[src/rtl/pipeline_debug_pkg.sv]
// Shared command/response codes and FSM state encoding for the pipeline debug controller.
package pipeline_debug_pkg;

    localparam logic [7:0] CMD_LOAD = 8'h4C;
    localparam logic [7:0] CMD_CONT = 8'h43;
    localparam logic [7:0] CMD_STEP = 8'h53;
    localparam logic [7:0] RSP_ACK  = 8'h06;
    localparam logic [7:0] RSP_ERR  = 8'h3F;

    typedef enum logic [3:0] {
        ST_IDLE,
        ST_LOAD_CNT,
        ST_LOAD_BYTE,
        ST_LOAD_WRITE,
        ST_RUN,
        ST_STEP,
        ST_DUMP_ADDR,
        ST_DUMP_CAP,
        ST_DUMP_SEND,
        ST_RESP
    } state_t;

endpackage

[src/rtl/debug_word_serializer.sv]
// Sends one captured 32-bit word as four bytes, MSB first, over a valid/ready link.
module debug_word_serializer (
    input  logic        clk,
    input  logic        srst,
    input  logic        load,
    input  logic [31:0] word,
    output logic [7:0]  tx_data,
    output logic        tx_valid,
    input  logic        tx_ready,
    output logic        last_beat
);

    logic [31:0] word_reg;
    logic [1:0]  byte_cnt_reg;
    logic        valid_reg;
    logic [7:0]  lane [4];

    genvar gi;
    generate
        for (gi = 0; gi < 4; gi++) begin : g_lane
            assign lane[gi] = word_reg[31-8*gi -: 8];
        end
    endgenerate

    // Data is taken straight from the held word, so it stays stable while stalled.
    assign tx_data   = lane[byte_cnt_reg];
    assign tx_valid  = valid_reg;
    assign last_beat = valid_reg && tx_ready && (byte_cnt_reg == 2'd3);

    always_ff @(posedge clk) begin
        if (srst) begin
            word_reg     <= '0;
            byte_cnt_reg <= '0;
            valid_reg    <= 1'b0;
        end else if (load && !valid_reg) begin
            word_reg     <= word;
            byte_cnt_reg <= '0;
            valid_reg    <= 1'b1;
        end else if (valid_reg && tx_ready) begin
            byte_cnt_reg <= byte_cnt_reg + 2'd1;
            if (byte_cnt_reg == 2'd3) begin
                valid_reg <= 1'b0;
            end
        end
    end

endmodule

[src/rtl/pipeline_debug_ctrl.sv]
// Host-link debug controller: loads instruction memory, runs or steps the pipeline,
// then dumps register file and data memory back to the host.
module pipeline_debug_ctrl
    import pipeline_debug_pkg::*;
#(
    parameter int N_REGS      = 32,
    parameter int N_MEM_WORDS = 32
) (
    input  logic        i_clk,
    input  logic        i_reset,
    input  logic [7:0]  i_rx_data,
    input  logic        i_rx_valid,
    output logic        o_rx_ready,
    output logic [7:0]  o_tx_data,
    output logic        o_tx_valid,
    input  logic        i_tx_ready,
    output logic        o_halt,
    output logic        o_write_instruction_flag,
    output logic [31:0] o_instruction_to_write,
    output logic [31:0] o_address_to_write_inst,
    output logic [4:0]  o_reg_read,
    input  logic [31:0] i_reg_content,
    output logic [31:0] o_addr_to_read_mem_data,
    input  logic [31:0] i_mem_addr_content,
    input  logic        i_program_end
);

    localparam int DUMP_WORDS = N_REGS + N_MEM_WORDS;
    localparam int DUMP_W     = $clog2(DUMP_WORDS + 1);
    localparam logic [DUMP_W-1:0] N_REGS_W    = DUMP_W'(N_REGS);
    localparam logic [DUMP_W-1:0] LAST_DUMP_W = DUMP_W'(DUMP_WORDS - 1);

    state_t             state_reg;
    logic               halt_reg;
    logic               rx_ready_reg;
    logic               wr_flag_reg;
    logic [31:0]        inst_reg;
    logic [31:0]        inst_addr_reg;
    logic [4:0]         reg_read_reg;
    logic [31:0]        mem_addr_reg;
    logic [7:0]         load_total_reg;
    logic [7:0]         load_idx_reg;
    logic [1:0]         load_byte_reg;
    logic [23:0]        load_shift_reg;
    logic [DUMP_W-1:0]  dump_idx_reg;
    logic               resp_valid_reg;
    logic [7:0]         resp_data_reg;

    logic               rx_fire;
    logic               ser_load;
    logic [31:0]        ser_word;
    logic [7:0]         ser_data;
    logic               ser_valid;
    logic               ser_last;
    logic               dump_last_word;
    logic               enter_dump;
    logic [DUMP_W-1:0]  dump_next_idx;
    logic [DUMP_W-1:0]  mem_word_idx;

    assign rx_fire        = i_rx_valid && rx_ready_reg;
    assign dump_last_word = (dump_idx_reg == LAST_DUMP_W);
    assign ser_load       = (state_reg == ST_DUMP_CAP);
    assign ser_word       = (dump_idx_reg < N_REGS_W) ? i_reg_content : i_mem_addr_content;

    // Any transition into DUMP_ADDR: the first word after RUN/STEP, or the next word after a send.
    assign enter_dump = ((state_reg == ST_RUN) && i_program_end) ||
                        (state_reg == ST_STEP) ||
                        ((state_reg == ST_DUMP_SEND) && ser_last && !dump_last_word);
    assign dump_next_idx = (state_reg == ST_DUMP_SEND) ? dump_idx_reg + DUMP_W'(1) : '0;
    assign mem_word_idx  = dump_next_idx - N_REGS_W;

    debug_word_serializer u_serializer (
        .clk       (i_clk),
        .srst      (i_reset),
        .load      (ser_load),
        .word      (ser_word),
        .tx_data   (ser_data),
        .tx_valid  (ser_valid),
        .tx_ready  (i_tx_ready),
        .last_beat (ser_last)
    );

    always_ff @(posedge i_clk) begin
        if (i_reset) begin
            state_reg      <= ST_IDLE;
            halt_reg       <= 1'b1;
            rx_ready_reg   <= 1'b1;
            wr_flag_reg    <= 1'b0;
            inst_reg       <= '0;
            inst_addr_reg  <= '0;
            reg_read_reg   <= '0;
            mem_addr_reg   <= '0;
            load_total_reg <= '0;
            load_idx_reg   <= '0;
            load_byte_reg  <= '0;
            load_shift_reg <= '0;
            dump_idx_reg   <= '0;
            resp_valid_reg <= 1'b0;
            resp_data_reg  <= '0;
        end else begin
            wr_flag_reg <= 1'b0;
            case (state_reg)
                ST_IDLE: begin
                    if (rx_fire) begin
                        case (i_rx_data)
                            CMD_LOAD: state_reg <= ST_LOAD_CNT;
                            CMD_CONT: begin
                                state_reg    <= ST_RUN;
                                halt_reg     <= 1'b0;
                                rx_ready_reg <= 1'b0;
                            end
                            CMD_STEP: begin
                                state_reg    <= ST_STEP;
                                halt_reg     <= 1'b0;
                                rx_ready_reg <= 1'b0;
                            end
                            default: begin
                                state_reg      <= ST_RESP;
                                rx_ready_reg   <= 1'b0;
                                resp_valid_reg <= 1'b1;
                                resp_data_reg  <= RSP_ERR;
                            end
                        endcase
                    end
                end
                ST_LOAD_CNT: begin
                    if (rx_fire) begin
                        load_total_reg <= i_rx_data;
                        load_idx_reg   <= '0;
                        load_byte_reg  <= '0;
                        if (i_rx_data == 8'd0) begin
                            state_reg      <= ST_RESP;
                            rx_ready_reg   <= 1'b0;
                            resp_valid_reg <= 1'b1;
                            resp_data_reg  <= RSP_ACK;
                        end else begin
                            state_reg <= ST_LOAD_BYTE;
                        end
                    end
                end
                ST_LOAD_BYTE: begin
                    if (rx_fire) begin
                        load_byte_reg  <= load_byte_reg + 2'd1;
                        load_shift_reg <= {load_shift_reg[15:0], i_rx_data};
                        if (load_byte_reg == 2'd3) begin
                            state_reg     <= ST_LOAD_WRITE;
                            rx_ready_reg  <= 1'b0;
                            wr_flag_reg   <= 1'b1;
                            inst_reg      <= {load_shift_reg, i_rx_data};
                            inst_addr_reg <= {22'd0, load_idx_reg, 2'b00};
                        end
                    end
                end
                ST_LOAD_WRITE: begin
                    if (load_idx_reg == load_total_reg - 8'd1) begin
                        state_reg      <= ST_RESP;
                        resp_valid_reg <= 1'b1;
                        resp_data_reg  <= RSP_ACK;
                    end else begin
                        load_idx_reg <= load_idx_reg + 8'd1;
                        state_reg    <= ST_LOAD_BYTE;
                        rx_ready_reg <= 1'b1;
                    end
                end
                ST_RUN: begin
                    if (i_program_end) begin
                        state_reg <= ST_DUMP_ADDR;
                        halt_reg  <= 1'b1;
                    end
                end
                ST_STEP: begin
                    state_reg <= ST_DUMP_ADDR;
                    halt_reg  <= 1'b1;
                end
                ST_DUMP_ADDR: state_reg <= ST_DUMP_CAP;
                ST_DUMP_CAP:  state_reg <= ST_DUMP_SEND;
                ST_DUMP_SEND: begin
                    if (ser_last) begin
                        if (dump_last_word) begin
                            state_reg    <= ST_IDLE;
                            rx_ready_reg <= 1'b1;
                        end else begin
                            state_reg <= ST_DUMP_ADDR;
                        end
                    end
                end
                ST_RESP: begin
                    if (i_tx_ready) begin
                        resp_valid_reg <= 1'b0;
                        state_reg      <= ST_IDLE;
                        rx_ready_reg   <= 1'b1;
                    end
                end
                default: begin
                    state_reg    <= ST_IDLE;
                    halt_reg     <= 1'b1;
                    rx_ready_reg <= 1'b1;
                end
            endcase

            // Only the address for the active region moves; the other keeps its last value.
            if (enter_dump) begin
                dump_idx_reg <= dump_next_idx;
                if (dump_next_idx < N_REGS_W) begin
                    reg_read_reg <= 5'(dump_next_idx);
                end else begin
                    mem_addr_reg <= 32'(mem_word_idx) << 2;
                end
            end
        end
    end

    assign o_rx_ready               = rx_ready_reg;
    assign o_halt                   = halt_reg;
    assign o_tx_valid               = ser_valid || resp_valid_reg;
    assign o_tx_data                = resp_valid_reg ? resp_data_reg : ser_data;
    assign o_write_instruction_flag = wr_flag_reg;
    assign o_instruction_to_write   = inst_reg;
    assign o_address_to_write_inst  = inst_addr_reg;
    assign o_reg_read               = reg_read_reg;
    assign o_addr_to_read_mem_data  = mem_addr_reg;

endmodule

[config.mk]
export PLATFORM = sky130hd
export DESIGN_NAME = pipeline_debug_ctrl
export DESIGN_NICKNAME = d
export VERILOG_FILES = /design/src/rtl/pipeline_debug_pkg.sv /design/src/rtl/debug_word_serializer.sv /design/src/rtl/pipeline_debug_ctrl.sv
export SDC_FILE = /design/constraint.sdc
export NUM_CORES = 1
export LEC_CHECK = 0
export ABC_AREA = 1
export CAP_MARGIN = 30
export CORE_MARGIN = 2
export CORE_UTILIZATION = 35
export CTS_CLUSTER_DIAMETER = 80
export CTS_CLUSTER_SIZE = 14
export DETAILED_ROUTE_END_ITERATION = 7
export HOLD_SLACK_MARGIN = 0.08
export PLACE_DENSITY = 0.59
export SETUP_SLACK_MARGIN = 0.4
export SYNTH_ARGS = -nofsm -noshare
export SYNTH_HDL_FRONTEND = slang
export SYNTH_SLANG_ARGS = --single-unit
[constraint.sdc]
create_clock -name i_clk -period 4.1 [get_ports i_clk]
set_clock_uncertainty 0.1 [all_clocks]
set_input_delay 0.82 -clock i_clk [delete_from_list [all_inputs] [get_ports i_clk]]
set_output_delay 0.82 -clock i_clk [all_outputs]
set_load 0.01 [all_outputs]
==> results.toml, run 1 <==
[run_status]
status = "finished, final reports clean"

[synth]
synth_top_area_cell = "dfxtp_1"
synth-edff-count = 0
yosysWarnings = 0
syn_area_per_cell_um2 = 7.21
netlist_top_cells_area = "dfxtp_1 (41%), o21ai_0 (11%), nand2_1 (8.2%)"
synth_flop_cell = "dfxtp_1"
synthCells = 979
synth.most_common_cell = "o21ai_0"
yosysSeqAreaShare_pct = 41.4
ys_top_cells_by_count = "o21ai_0 (156), nand2_1 (154), dfxtp_1 (146)"
ys_async_sr_fraction_pct = 0
synth_area_mm2 = 0.00706
synth_top_area_share_pct = 41.4
netlist-cell-type-count = 36
ys_seq_elements = 146

[setup_path]
crit_top_cell = "o21ai_0"
reg2reg_slack_ns = 1.64
crit_type = "flip-flop to output pin"
crit_path_end_kind = "output pin"
crit_buf_inv = 2
cp_slowest_stage_delay_ns = 0.62
crit_path_top_delay_cell = "dfxtp_1"
reg2reg_depth = 7
crit_chain = "buf_4, a21oi_1, o21ai_0, nand3_1, o21ai_0, clkdlybuf4s50_1"
cp.arrival_ns = 2.33
crit_fanout = 18
startpoint_type = "flip-flop"
cp.required_ns = 3.18
reg2reg_to = "u_serializer.lane[10]$_SDFFE_PP0P_"
reg2reg_from = "state_reg[0]$_SDFFE_PP0P_"
crit_family = "buffers and inverters"

[floorplan]
ioPinCount = 190
chipHeight_um = 146
design.core.area_mm2 = 0.0197
dieArea_mm2 = 0.0213
num_rows = 51
start_util_pct = 35.9
die_x_um = 146

[global_routing]
grt_max_degree = 54
gr-max-usage-layer = "met2"
gr-total-overflow = 0
grt_pass1_wl_mm = 29.8
grt_use_met2_pct = 27.3
met3_usage_pct = 5.31
grtUsageMet1_pct = 22.7
grt_pass1_vias = 5915
grt_antenna_before_repair = 1
grt_usage_pct = 17.1

[cells_and_area]
area_growth_pct = 29.2
finalInstanceArea_mm2 = 0.00912
nNetsFinal = 1178
layout-drive-gt1-share_pct = 7.05
antenna_cells = 0

[timing]
timing.final.crit_share_pct = 79.2
fmax_ghz = 0.308
hold_viol = 0
finalSetupViolations = 0
slew_viol_final = 0
fin_crit_ns = 3.25
grt_setup_unrepaired = "no"
slew_headroom_pct = 40.8
worst_slew_pin_slew_ns = 0.886
fin_setup_tns_ns = 0

[power]
comb_power_share_pct = 21.7
p_seq_share_pct = 37.5
internal_power_mw = 2.94
powerDensity_mw_per_mm2 = 460
pwr-share-clk_pct = 40.9
cellLeakagePower_nw = 3.68
swShare_pct = 29.9
p_sw_mw = 1.25
ir_drop_mv = 0.270

[min_path]
min_from = "load_shift_reg[23]$_SDFFE_PP0P_"
hold_path_end = "o_instruction_to_write[31]$_SDFFE_PP0P_"
worstHoldPathType = "flip-flop to flip-flop"
hold_path_depth = 2

[clock_network]
h-tree-depth = 4
cts_hold_buf = 0
postCtsResizedCells = 0
clockBufferDepth = 2
path_clk_slew_ns = 0.06
cts_tree = "yes"
cts_root_buf = "clkbuf_16"
cts_sinks = 146
cts_setup_buffers = 0
clk_latency_ns = 0.42
cts_buffers = 17

[detailed_routing]
drt_iter0_drc = 459
first_pass_iters = 5
wl_mm = 18.7
detail_route.wl_per_cell_um = 13.6
route.detailed.drc = 0
via_per_inst = 4.78
ant_nets = 0
vias = 6563

[placed_design]
portBuffers = 140
dp_hpwl_mm = 13.2
place.gp.congestion = 0.901
placed_area_mm2 = 0.00847

[job]
cap_violations = 0
[cell usage in the layout (no fill, tap or decap), types with 2 or more instances in the layout]
cell,instances
o21ai_0,156
nand2_1,154
dfxtp_1,146
clkdlybuf4s50_1,140
a21oi_1,94
nor2_1,94
inv_1,75
conb_1,49
nand3_1,48
a31oi_1,32
clkbuf_16,17
buf_4,9
o21ai_2,8
inv_2,8
xor2_1,7
ha_1,6
nor3_1,5
nand4_1,5
a211oi_2,5
clkinvlp_4,5
bufinv_16,5
nand2_2,4
nor2_4,3
nand3b_1,3
o211ai_1,3
o21ai_1,3
nor3b_1,3
nor2_8,3
nor2_2,2
or2_2,2
inv_4,2
inv_6,2
[power by group through the flow]
stage	logic (mW)	registers, mW	clock network [mW]
2_1_floorplan	0.661	1.58	0
3_3_place_gp	0.904	1.60	0
3_5_place_dp	0.907	1.60	0
4_1_cts	0.913	1.57	1.74
5_1_grt	1.04	1.58	1.80
6_report	0.910	1.57	1.71
[worst max-delay path by stage]
| stage | startpoint | to | slack [ns] | cells past startpoint |
|---|---|---|---|---|
| after floorplan | u_serializer.byte_cnt_reg[1]$_SDFFE_PP0P_ | o_tx_data[6] | 2.03 | 5 |
| after global routing | u_serializer.byte_cnt_reg[0]$_SDFFE_PP0P_ | o_tx_data[2] | 0.67 | 6 |
| final | u_serializer.byte_cnt_reg[0]$_SDFFE_PP0P_ | o_tx_data[2] | 0.85 | 6 |
| after detailed placement | i_rx_valid | o_instruction_to_write[16]$_SDFFE_PP0P_ | 0.93 | 8 |
| after global placement | i_rx_valid | o_instruction_to_write[17]$_SDFFE_PP0P_ | 0.99 | 9 |
| after CTS | u_serializer.byte_cnt_reg[0]$_SDFFE_PP0P_ | o_tx_data[2] | 0.81 | 6 |
[area by class of cell]
| class | instances | area (µm²) |
|---|---|---|
| clock buffers | 19 | 443 |
| clock inverters | 12 | 205 |
| fillers | 2017 | 10500 |
| inverters | 85 | 324 |
| multi-input cells | 695 | 3400 |
| flip-flops and latches | 146 | 2920 |
| well taps | 265 | 332 |
| repair buffers | 150 | 1490 |
[tightest hold or removal path, delay by kind of cell (launching register included)]
family	cells	cell delay (ns)
buf+inv	1	0.05
compound gates	1	0.05
flops	1	0.31
[through the flow]
stage | hold WS, ns | setup slack [ns] | cells | util (%) | total power [mW]
5_1_grt | 0.384 | 0.671 | 1372 | 46.4 | 4.42
6_report | 0.356 | 0.854 | 1372 | 46.4 | 4.20
3_3_place_gp | 0.341 | 0.987 | 1341 | 43.1 | 2.51
4_1_cts | 0.359 | 0.811 | 1372 | 46.4 | 4.22
3_5_place_dp | 0.351 | 0.933 | 1341 | 43.1 | 2.51
2_1_floorplan | 0.321 | 2.03 | 1027 | - | 2.25
[metal layers]
metal,share of wire (%),wire length (µm)
met5,0,0
met4,0.87,163
met3,6.8,1260
met2,45,8390
met1,47,8840
[logic make-up after synthesis]
| logic type | synth area share, % |
|---|---|
| XOR/XNOR | 0.993 |
| other | 0.0531 |
| AO/OA/AOI/OAI | 23.2 |
| AND/OR/NAND/NOR | 20.2 |
| flip-flops | 41.4 |
| buffers and inverters | 13.1 |
| adder cells (fa/ha/maj) | 1.06 |
Note: power is estimated with default switching activity, not from simulation.
==> inputs of run 2 (changes only) <==
clock period = 3.05 ns   (was 4.1 ns; I/O delays follow)
==> run 2 against run 1 <==
Compared with the run above:
- combinational power up 35%
- cell count is 0.73% higher
- register-to-register slack worse by 0.95 ns
- sequential cell count did not move
- cell area rose by 0.49%
- global-route usage grew 0.56 points
==> results.toml, run 2 (synthesized netlist as in run 1, its figures left out) <==
[floorplan]
design.core.area_mm2 = 0.0197
ioPinCount = 190
chipHeight_um = 146
num_rows = 51
start_util_pct = 35.9
die_x_um = 146
dieArea_mm2 = 0.0213

[clock_network]
path_clk_slew_ns = 0.06
cts_tree = "yes"
cts_root_buf = "clkbuf_16"
cts_buffers = 17
cts_hold_buf = 0
h-tree-depth = 4
clk_latency_ns = 0.42
cts_sinks = 146
clockBufferDepth = 2

[timing]
timing.final.crit_share_pct = 83.7
fmax_ghz = 0.392
fin_crit_ns = 2.55
worst_slew_pin_slew_ns = 0.575
fin_setup_tns_ns = 0
finalSetupViolations = 0
hold_viol = 0
slew_viol_final = 0
fin_ws_ns = 0.498
slew_headroom_pct = 61.7
grt_setup_unrepaired = "yes"

[global_routing]
grt_antenna_before_repair = 0
grt_usage_pct = 17.7
grt_max_degree = 68
grt_pass1_wl_mm = 31.0
grt_pass1_vias = 6235
gr-total-overflow = 0

[setup_path]
cp_slowest_stage_delay_ns = 0.54
cp.arrival_ns = 1.84
crit_path_end_kind = "output pin"
reg2reg_depth = 12
crit_family = "buffers and inverters"
startpoint_type = "flip-flop"
crit_fanout = 20
cp.required_ns = 2.34
crit_type = "flip-flop to output pin"
crit_chain = "buf_8, o21ai_0, nand3_1, nand2_1, clkdlybuf4s50_1"
crit_path_top_delay_cell = "clkdlybuf4s50_1"
worst-path-stages = 5
crit_buf_inv = 2

[run_status]
status = "finished, final reports clean"

[detailed_routing]
vias = 6569
drt_iter0_drc = 453
via_per_inst = 4.75
first_pass_iters = 5
ant_nets = 0
route.detailed.drc = 0
detail_route.wl_per_cell_um = 13.6
wl_mm = 18.8

[cells_and_area]
final_common_cell = "o21ai_0"
layout-drive-gt1-share_pct = 8.06
antenna_cells = 0
layout_common_cells = "o21ai_0 (155), nand2_1 (153), dfxtp_1 (144)"
nNetsFinal = 1187
area_growth_pct = 29.8

[job]
cap_violations = 0

[power]
cellLeakagePower_nw = 3.79
ir_drop_mv = 0.376
powerDensity_mw_per_mm2 = 599

[placed_design]
place.gp.congestion = 0.850
preCtsSetupSlack_ns = 0.557
dp_hpwl_mm = 13.4
portBuffers = 140

[min_path]
worstHoldPathType = "flip-flop to flip-flop"
hold_path_depth = 2
-- run 2: cell type report --
cell class | instances | area, µm²
Inverter | 85 | 324
Fill cell | 2043 | 10500
Sequential cell | 146 | 2930
Timing Repair Buffer | 159 | 1570
Clock buffer | 21 | 450
Clock inverter | 11 | 154
Multi-Input combinational cell | 695 | 3400
Tap cell | 265 | 332
-- run 2: metal layers --
layer,track usage (%),up-vias,wire length (µm)
met5,0,-,0
met4,5.19,0,236
met3,4.75,17,1120
met2,28.5,173,8560
met1,23.3,2975,8880
li1,-,3404,-
-- run 2: final timing paths --
path	slack [ns]	from	endpoint
worst max-delay path	0.50	u_serializer.byte_cnt_reg[0]$_SDFFE_PP0P_	o_tx_data[4]
worst min-delay path	0.34	load_shift_reg[23]$_SDFFE_PP0P_	o_instruction_to_write[31]$_SDFFE_PP0P_
worst max register to register	0.69	dump_idx_reg[0]$_SDFFE_PP0P_	o_addr_to_read_mem_data[4]$_SDFFE_PP0P_
worst min register to register	0.34	load_shift_reg[23]$_SDFFE_PP0P_	o_instruction_to_write[31]$_SDFFE_PP0P_
-- run 2: power by group --
group	switching [mW]	total [mW]	internal (mW)
logic	0.768	1.23	0.464
registers	0.0882	2.11	2.02
clock network	0.829	2.14	1.32
total	1.69	5.48	3.80
-- run 2: stage by stage --
| step | hold slack, ns | utilization (%) | power (mW) | std cells | instance area (µm²) |
|---|---|---|---|---|---|
| floorplan | 0.321 | - | 3.02 | 1027 | 7240 |
| global placement | 0.337 | 43.3 | 3.37 | 1347 | 8510 |
| detailed placement | 0.333 | 43.3 | 3.38 | 1347 | 8510 |
| CTS | 0.339 | 46.4 | 5.53 | 1379 | 9120 |
| global route | 0.357 | 46.6 | 5.82 | 1382 | 9160 |
| finish | 0.340 | 46.6 | 5.48 | 1382 | 9160 |
-- run 2: worst reg2reg max path: stages, from the launching register on --
cell,delay [ns]
dfxtp_1,0.38
ha_1,0.20
nand3_1,0.11
nor2_1,0.16
nand2_1,0.13
and2_0,0.15
o21ai_1,0.22
ha_1,0.25
inv_1,0.07
nand2_1,0.15
inv_2,0.11
o21ai_0,0.16
a21oi_1,0.06
-- run 2: what timing repair did --
action / CTS / global route
pin swaps: 0 / 0
setup buffers: 0 / 3
endpoints found under the setup margin: 8 / 18
resized for setup: 8 / 7
